File: src/rtl/apb_requester.sv
// APB4 requester: turns a valid/ready request into IDLE/SETUP/ACCESS transfers with a registered response.
// Optional transfer timeout is compiled in with `define APB_REQ_TIMEOUT_EN.
module apb_requester #(
    parameter int ADDR_WIDTH     = 10,
    parameter int DATA_WIDTH     = 32,
    parameter int STRB_WIDTH     = DATA_WIDTH / 8,
    parameter int TIMEOUT_CYCLES = 16
) (
    input  logic                  pclk,
    input  logic                  presetn,
    input  logic                  req_valid,
    output logic                  req_ready,
    input  logic [ADDR_WIDTH-1:0] req_addr,
    input  logic                  req_write,
    input  logic [DATA_WIDTH-1:0] req_wdata,
    input  logic [STRB_WIDTH-1:0] req_strb,
    output logic                  rsp_valid,
    output logic [DATA_WIDTH-1:0] rsp_rdata,
    output logic                  rsp_slverr,
    output logic                  rsp_timeout,
    output logic                  psel,
    output logic                  penable,
    output logic                  pwrite,
    output logic [ADDR_WIDTH-1:0] paddr,
    output logic [DATA_WIDTH-1:0] pwdata,
    output logic [STRB_WIDTH-1:0] pstrb,
    input  logic [DATA_WIDTH-1:0] prdata,
    input  logic                  pready,
    input  logic                  pslverr
);

    typedef enum logic [1:0] {
        ST_IDLE   = 2'd0,
        ST_SETUP  = 2'd1,
        ST_ACCESS = 2'd2
    } state_t;

    state_t                  state_r;
    state_t                  state_nxt_s;
    logic                    accept_s;
    logic                    complete_s;
    logic                    abort_s;
    logic                    timeout_hit_s;

    logic                    req_ready_r;
    logic                    psel_r;
    logic                    penable_r;
    logic                    pwrite_r;
    logic [ADDR_WIDTH-1:0]   paddr_r;
    logic [DATA_WIDTH-1:0]   pwdata_r;
    logic [STRB_WIDTH-1:0]   pstrb_r;
    logic                    rsp_valid_r;
    logic [DATA_WIDTH-1:0]   rsp_rdata_r;
    logic                    rsp_slverr_r;
    logic                    rsp_timeout_r;

`ifdef APB_REQ_TIMEOUT_EN
    localparam int                   CNT_WIDTH = $clog2(TIMEOUT_CYCLES + 1);
    localparam logic [CNT_WIDTH-1:0] CNT_LAST  = CNT_WIDTH'(TIMEOUT_CYCLES - 1);

    logic [CNT_WIDTH-1:0] wait_cnt_r;

    // Wait-state counter: cleared in SETUP so it starts at zero on entry to ACCESS.
    always_ff @(posedge pclk or negedge presetn) begin
        if (!presetn) begin
            wait_cnt_r <= {CNT_WIDTH{1'b0}};
        end else if (state_r == ST_SETUP) begin
            wait_cnt_r <= {CNT_WIDTH{1'b0}};
        end else if ((state_r == ST_ACCESS) && !pready) begin
            wait_cnt_r <= wait_cnt_r + CNT_WIDTH'(1);
        end else begin
            wait_cnt_r <= wait_cnt_r;
        end
    end

    // The limit is hit on the last allowed low-pready ACCESS cycle; pready high there still wins.
    assign timeout_hit_s = (state_r == ST_ACCESS) && !pready && (wait_cnt_r == CNT_LAST);
`else
    assign timeout_hit_s = 1'b0;
`endif

    // State register.
    always_ff @(posedge pclk or negedge presetn) begin
        if (!presetn) begin
            state_r <= ST_IDLE;
        end else begin
            state_r <= state_nxt_s;
        end
    end

    // Next-state decode plus the accept/complete/abort events.
    always_comb begin
        state_nxt_s = state_r;
        accept_s    = 1'b0;
        complete_s  = 1'b0;
        abort_s     = 1'b0;
        case (state_r)
            ST_IDLE: begin
                if (req_valid) begin
                    accept_s    = 1'b1;
                    state_nxt_s = ST_SETUP;
                end else begin
                    state_nxt_s = ST_IDLE;
                end
            end
            ST_SETUP: begin
                state_nxt_s = ST_ACCESS;
            end
            ST_ACCESS: begin
                if (pready) begin
                    complete_s  = 1'b1;
                    state_nxt_s = ST_IDLE;
                end else if (timeout_hit_s) begin
                    abort_s     = 1'b1;
                    state_nxt_s = ST_IDLE;
                end else begin
                    state_nxt_s = ST_ACCESS;
                end
            end
            default: begin
                state_nxt_s = ST_IDLE;
            end
        endcase
    end

    // Bus control and req_ready registered from the next state so they track the FSM exactly.
    always_ff @(posedge pclk or negedge presetn) begin
        if (!presetn) begin
            req_ready_r <= 1'b1;
            psel_r      <= 1'b0;
            penable_r   <= 1'b0;
        end else begin
            req_ready_r <= (state_nxt_s == ST_IDLE);
            psel_r      <= (state_nxt_s != ST_IDLE);
            penable_r   <= (state_nxt_s == ST_ACCESS);
        end
    end

    // Request latch; reads carry zero data and strobes, and values hold between transfers.
    always_ff @(posedge pclk or negedge presetn) begin
        if (!presetn) begin
            pwrite_r <= 1'b0;
            paddr_r  <= {ADDR_WIDTH{1'b0}};
            pwdata_r <= {DATA_WIDTH{1'b0}};
            pstrb_r  <= {STRB_WIDTH{1'b0}};
        end else if (accept_s) begin
            pwrite_r <= req_write;
            paddr_r  <= req_addr;
            pwdata_r <= req_write ? req_wdata : {DATA_WIDTH{1'b0}};
            pstrb_r  <= req_write ? req_strb  : {STRB_WIDTH{1'b0}};
        end else begin
            pwrite_r <= pwrite_r;
            paddr_r  <= paddr_r;
            pwdata_r <= pwdata_r;
            pstrb_r  <= pstrb_r;
        end
    end

    // Response channel: one-cycle valid pulse, payload held until the next response.
    always_ff @(posedge pclk or negedge presetn) begin
        if (!presetn) begin
            rsp_valid_r   <= 1'b0;
            rsp_rdata_r   <= {DATA_WIDTH{1'b0}};
            rsp_slverr_r  <= 1'b0;
            rsp_timeout_r <= 1'b0;
        end else if (complete_s) begin
            rsp_valid_r   <= 1'b1;
            rsp_rdata_r   <= pwrite_r ? {DATA_WIDTH{1'b0}} : prdata;
            rsp_slverr_r  <= pslverr;
            rsp_timeout_r <= 1'b0;
        end else if (abort_s) begin
            rsp_valid_r   <= 1'b1;
            rsp_rdata_r   <= {DATA_WIDTH{1'b0}};
            rsp_slverr_r  <= 1'b1;
            rsp_timeout_r <= 1'b1;
        end else begin
            rsp_valid_r   <= 1'b0;
            rsp_rdata_r   <= rsp_rdata_r;
            rsp_slverr_r  <= rsp_slverr_r;
            rsp_timeout_r <= rsp_timeout_r;
        end
    end

    assign req_ready   = req_ready_r;
    assign psel        = psel_r;
    assign penable     = penable_r;
    assign pwrite      = pwrite_r;
    assign paddr       = paddr_r;
    assign pwdata      = pwdata_r;
    assign pstrb       = pstrb_r;
    assign rsp_valid   = rsp_valid_r;
    assign rsp_rdata   = rsp_rdata_r;
    assign rsp_slverr  = rsp_slverr_r;
    assign rsp_timeout = rsp_timeout_r;

endmodule

File: config.mk
export PLATFORM = sky130hd
export DESIGN_NAME = apb_requester
export DESIGN_NICKNAME = d
export VERILOG_FILES = /design/src/rtl/apb_requester.sv
export SDC_FILE = /design/constraint.sdc
export NUM_CORES = 1
export LEC_CHECK = 0
export ABC_AREA = 1
export BUFFER_PORTS_ARGS = -buffer_cell sky130_fd_sc_hd__buf_2
export CAP_MARGIN = 20
export CORE_ASPECT_RATIO = 1.2
export CORE_MARGIN = 2
export CORE_UTILIZATION = 48
export CTS_BUF_LIST = sky130_fd_sc_hd__clkbuf_16
export DETAILED_ROUTE_END_ITERATION = 8
export GPL_ROUTABILITY_DRIVEN = 0
export PLACE_DENSITY = 0.82
export SLEW_MARGIN = 20
export SYNTH_ARGS = -nofsm -noshare
export SYNTH_HDL_FRONTEND = slang
export SYNTH_SLANG_ARGS = --single-unit
File: constraint.sdc
create_clock -name pclk -period 1.9 [get_ports pclk]
set_clock_uncertainty 0.2 [all_clocks]
set_input_delay 0.095 -clock pclk [delete_from_list [all_inputs] [get_ports pclk]]
set_output_delay 0.095 -clock pclk [all_outputs]
set_load 0.01 [all_outputs]
# Word-level counts from Yosys, hierarchy flattened
# Cells that the tools add are included.
dict set report totals {
  ff_bits 87
  out_inout_bits 85
  elab_cells 32
}
dict set report classes {
  n_eq_ne 3
  n_mux 14
  n_reduce_logical 3
}
# op n
set op_table {}
lappend op_table {{$mux 32} 3}
lappend op_table {{$mux 1} 8}
lappend op_table {{$pmux 2 s3} 1}
lappend op_table {{$eq 2x2->1 const B} 2}
lappend op_table {{$logic_not 2->1} 2}
lappend op_table {{$mux 4} 1}
lappend op_table {{$eq 2x1->1 const B} 1}
lappend op_table {{$mux 2} 1}
lappend op_table {{$reduce_bool 2->1} 1}

# Logic depth before layout (Yosys ltp)
dict set report depth {
  depth_word 3
  mapped_depth 6
  ltp_nobuf 4
}

# Worst setup path before layout
# OpenSTA, ideal clock, no wires.
dict set report synth_path {
  path_type {register -> register}
  from {reg state_r[1]}
  to {reg pwdata_r[10] (netlist: pwdata[10])}
  setup_time_ps 117
  t_arrival_ps 992
  slack_ps 591
  stages_incl_launch_ff 7
  path_buffers 2
  synth_period_minus_slack_ps 1309
  cell_sequence {dfrtp_1 -> nor2_2 -> nand2_1 -> buf_6 -> buf_6 -> nand2_1 -> nand2_1}
}
dict set report synth_via {
  elab_chain_len 2
}
# item line_no
set synth_lines {}
lappend synth_lines {{from (decl)} 38} ;# state_t state_r;
lappend synth_lines {{from (signal assigned)} 87} ;# state_r <= state_nxt_s;
lappend synth_lines {{$logic_not 2->1} 97} ;# case (state_r)
lappend synth_lines {{$mux 1} 97}
lappend synth_lines {{to (signal assigned)} 144} ;# pwdata_r <= {DATA_WIDTH{1'b0}};
lappend synth_lines {{to (signal assigned)} 149} ;# pwdata_r <= req_write ? req_wdata : {DATA_WIDTH{1'b0}};
lappend synth_lines {{to (signal assigned)} 154} ;# pwdata_r <= pwdata_r;
lappend synth_lines {{to (decl)} 50} ;# logic [DATA_WIDTH-1:0] pwdata_r;
# No other way between the ends.
# A chain may end at the register's enable or synchronous reset.

# Worst setup path after layout
dict set report layout_path {
  from {reg state_r[0]}
  to {reg rsp_rdata_r[3] (netlist: rsp_rdata[3])}
}
dict set report layout_via {
  elab_chain_len 2
}
# item line_no
set layout_lines {}
lappend layout_lines {{$eq 2x2->1} 97}
lappend layout_lines {{$mux 1} 97}
lappend layout_lines {{to (signal assigned)} 163} ;# rsp_rdata_r <= {DATA_WIDTH{1'b0}};
lappend layout_lines {{to (signal assigned)} 168} ;# rsp_rdata_r <= pwrite_r ? {DATA_WIDTH{1'b0}} : prdata;
lappend layout_lines {{to (signal assigned)} 173} ;# rsp_rdata_r <= {DATA_WIDTH{1'b0}};
lappend layout_lines {{to (decl)} 53} ;# logic [DATA_WIDTH-1:0] rsp_rdata_r;
# No other way between the ends.

==> results.yml <==
placement:
  place_area_um2: 4790
  io_buffers: 167
  place_hpwl_um: 6600
critical_path:
  path_max_fanout: 34
  rrSetupSlack_ps: 150
  cp-end-kind: "flop"
  r2r-start: "state_r[0]$_DFF_PN0_"
  reg2reg_to: "rsp_rdata[3]$_DFFE_PN0P_"
  crit_type: "flop to flop"
  crit_top_cell: "nand2_1"
  crit_chain: "inv_1, nand3_2, nand2_1, nand2_1"
  critPathLaunch: "state_r[0]$_DFF_PN0_"
  start_kind: "flop"
  cp.arrival_ps: 1760
  slowest_stage: "nand3_2"
  required_ps: 1910
  crit_path_max_incr_delay_ps: 510
  rr_worst_depth: 4
  critPathCapture: "rsp_rdata[3]$_DFFE_PN0P_"
detailed_routing:
  vias: 4152
  wl_um: 11800
  ant_nets: 0
  drc: 0
  drt_first_pass_iters: 4
  drtIter0Drc: 109
  viasPerCell: 4.91
  wl_per_cell_um: 14.0
die:
  core_area_um2: 8060
  die_x_um: 86.7
  die_y_um: 103
  core.rowCount: 36
  die-area_um2: 8940
  initial_core_util_pct: 48.8
  io_pins: 169
cts:
  cts_resized: 0
  clkTransAtPathRegs_ps: 60
  hold_buffers: 80
  clock-sinks: 86
  h-tree-depth: 3
  cts_root_buffer: "clkbuf_16"
  cts_tree: "built"
  clk_latency_ps: 330
  cts_buffer_depth: 2
  cts_setup_buffers: 0
  cts_made_buffers: 9
grt:
  grt_pass1_vias: 4022
  grtUsageTotal_pct: 26.5
  overflow: 0
  antenna_found_initial: 0
  grt_pass1_wl_um: 18500
  grt_max_degree: 48
pwr:
  internal-power_uw: 5050
  p_clk_share_pct: 22.0
  p_per_area_nw_per_um2: 1390
  power_switching_share_pct: 38.4
  p_seq_share_pct: 38.5
  finalPower_uw: 8190
  p_sw_uw: 3150
  vdd_drop_max_uv: 738
  power_leakage_uw: 0.00370
  combPwrFrac_pct: 39.6
sta:
  finalCritPeriodShare_pct: 92.3
  fmax_ghz: 0.570
  setup_tns_ps: 0
  worst_pin_slew_ps: 666
  rsz0062_at_grt: "no"
  period_minus_slack_ps: 1750
  slew_headroom_pct: 55.5
  maxSlewViolCount: 0
  setup_viol: 0
  hold_violations: 0
synthesis:
  ys_seq_area_share_pct: 54.7
  synth.avg_cell_area_um2: 7.69
  synth_cell_types: 16
  synth_edf_count: 0
  synth_area_um2: 3940
  async_flop_share_pct: 100
  yosysMostFrequentCell: "nand2_1"
  synth-main-ff-cell: "dfrtp_1"
  yosys.area.top_type: "dfrtp_1"
  synth_common_cells: "nand2_1 (200), dfrtp_1 (85), nand3_1 (82), inv_1 (72), nor2_1 (33)"
  synth_top_area_share_pct: 54.1
  synth_area_leaders: "dfrtp_1 (54%), nand2_1 (19%), nand3_1 (10%), inv_1 (6.9%), nor2_1 (3.1%)"
  ys_ff_latch: 86
  ys_warn_count: 0
  syn-num-nets: 596
  syn-instance-count: 512
hold_path:
  hold_path_class: "primary input to flop"
  min_from: "req_valid"
  whs_path_depth: 5
layout:
  drive_gt1_share_pct: 25.8
  utilization_pct: 73.2
  nets: 830
  fin_area_um2: 5900
  n_antenna_cell: 0
  syn_to_final_growth_pct: 49.9
status:
  run_status: "completed"
run:
  drv_cap: 0
==> power groups by stage <==
stage | clock, uW | sequential (uW) | combinational, uW
6_report | 1800 | 3150 | 3240
5_1_grt | 1910 | 3240 | 3610
4_1_cts | 1830 | 3140 | 3210
3_5_place_dp | 0 | 3150 | 3090
3_3_place_gp | 0 | 3130 | 2960
2_1_floorplan | 0 | 3510 | 1450
==> flip-flops by register name, indices dropped and copies added (netlist names) <==
register,count
pwdata,32
rsp_rdata,32
paddr,10
pstrb,4
state_r,2
penable,1
psel,1
pwrite,1
req_ready,1
rsp_slverr,1
rsp_valid,1
==> cells in the final DEF, fill, tap and decap left out, drive strengths merged <==
master / Yosys / final
nand2: 200 / 200
buf: 29 / 177
dfrtp: 85 / 85
nand3: 83 / 83
dlygate4sd3: 0 / 80
inv: 73 / 74
nor2: 35 / 35
clkbuf: 5 / 9
clkinv: 0 / 4
bufinv: 0 / 2
conb: 1 / 1
dfstp: 1 / 1
==> final cells by class <==
cell class                      count  area [um2]
Clock buffer                        9         225
Clock inverter                      7        80.1
Fill cell                         584        2160
Inverter                           73         274
Multi-Input combinational cell    319        1320
Sequential cell                    86        2150
Tap cell                           95         119
Timing Repair Buffer              257        1730
==> per-stage QoR <==
stage,cells,hold WS [ps],worst slack [ps]
2_1_floorplan,512,-401,591
3_3_place_gp,750,-113,283
3_5_place_dp,750,-110,183
4_1_cts,846,43.1,120
5_1_grt,846,86.4,12.5
6_report,846,47.0,146
==> layer usage <==
metal	vias up	GRT usage [%]	wire, um
met5	-	0	0
met4	0	13.9	312
met3	28	5.63	734
met2	192	46.2	6100
met1	1942	30.7	4660
li1	1990	-	-
==> kinds of logic (layout without fill, tap and decap cells) <==
group | Yosys count | count (layout) | share of synthesized area [%]
AND/OR/NAND/NOR | 318 | 318 | 33.4
buffers and inverters | 107 | 346 | 11.8
flip-flops | 86 | 86 | 54.7
other | 1 | 1 | 0.0953
==> how the worst min path moves through the flow <==
stage | end | slack [ps]
6_report | pwdata[1]$_DFFE_PN0P_ | 50
5_1_grt | pwdata[2]$_DFFE_PN0P_ | 90
4_1_cts | pwdata[1]$_DFFE_PN0P_ | 40
3_5_place_dp | rsp_rdata[20]$_DFFE_PN0P_ | -110
3_3_place_gp | rsp_valid$_DFF_PN0_ | -110
2_1_floorplan | paddr[0]$_DFFE_PN0P_ | -400
==> worst max-delay path, delay by kind of cell (launching register included) <==
kind / cells / cell delay [ps]
and+or+nand+nor: 3 / 860
DFF: 1 / 450
buffers and inverters: 1 / 110
Note: power is estimated with default switching activity, not from simulation.
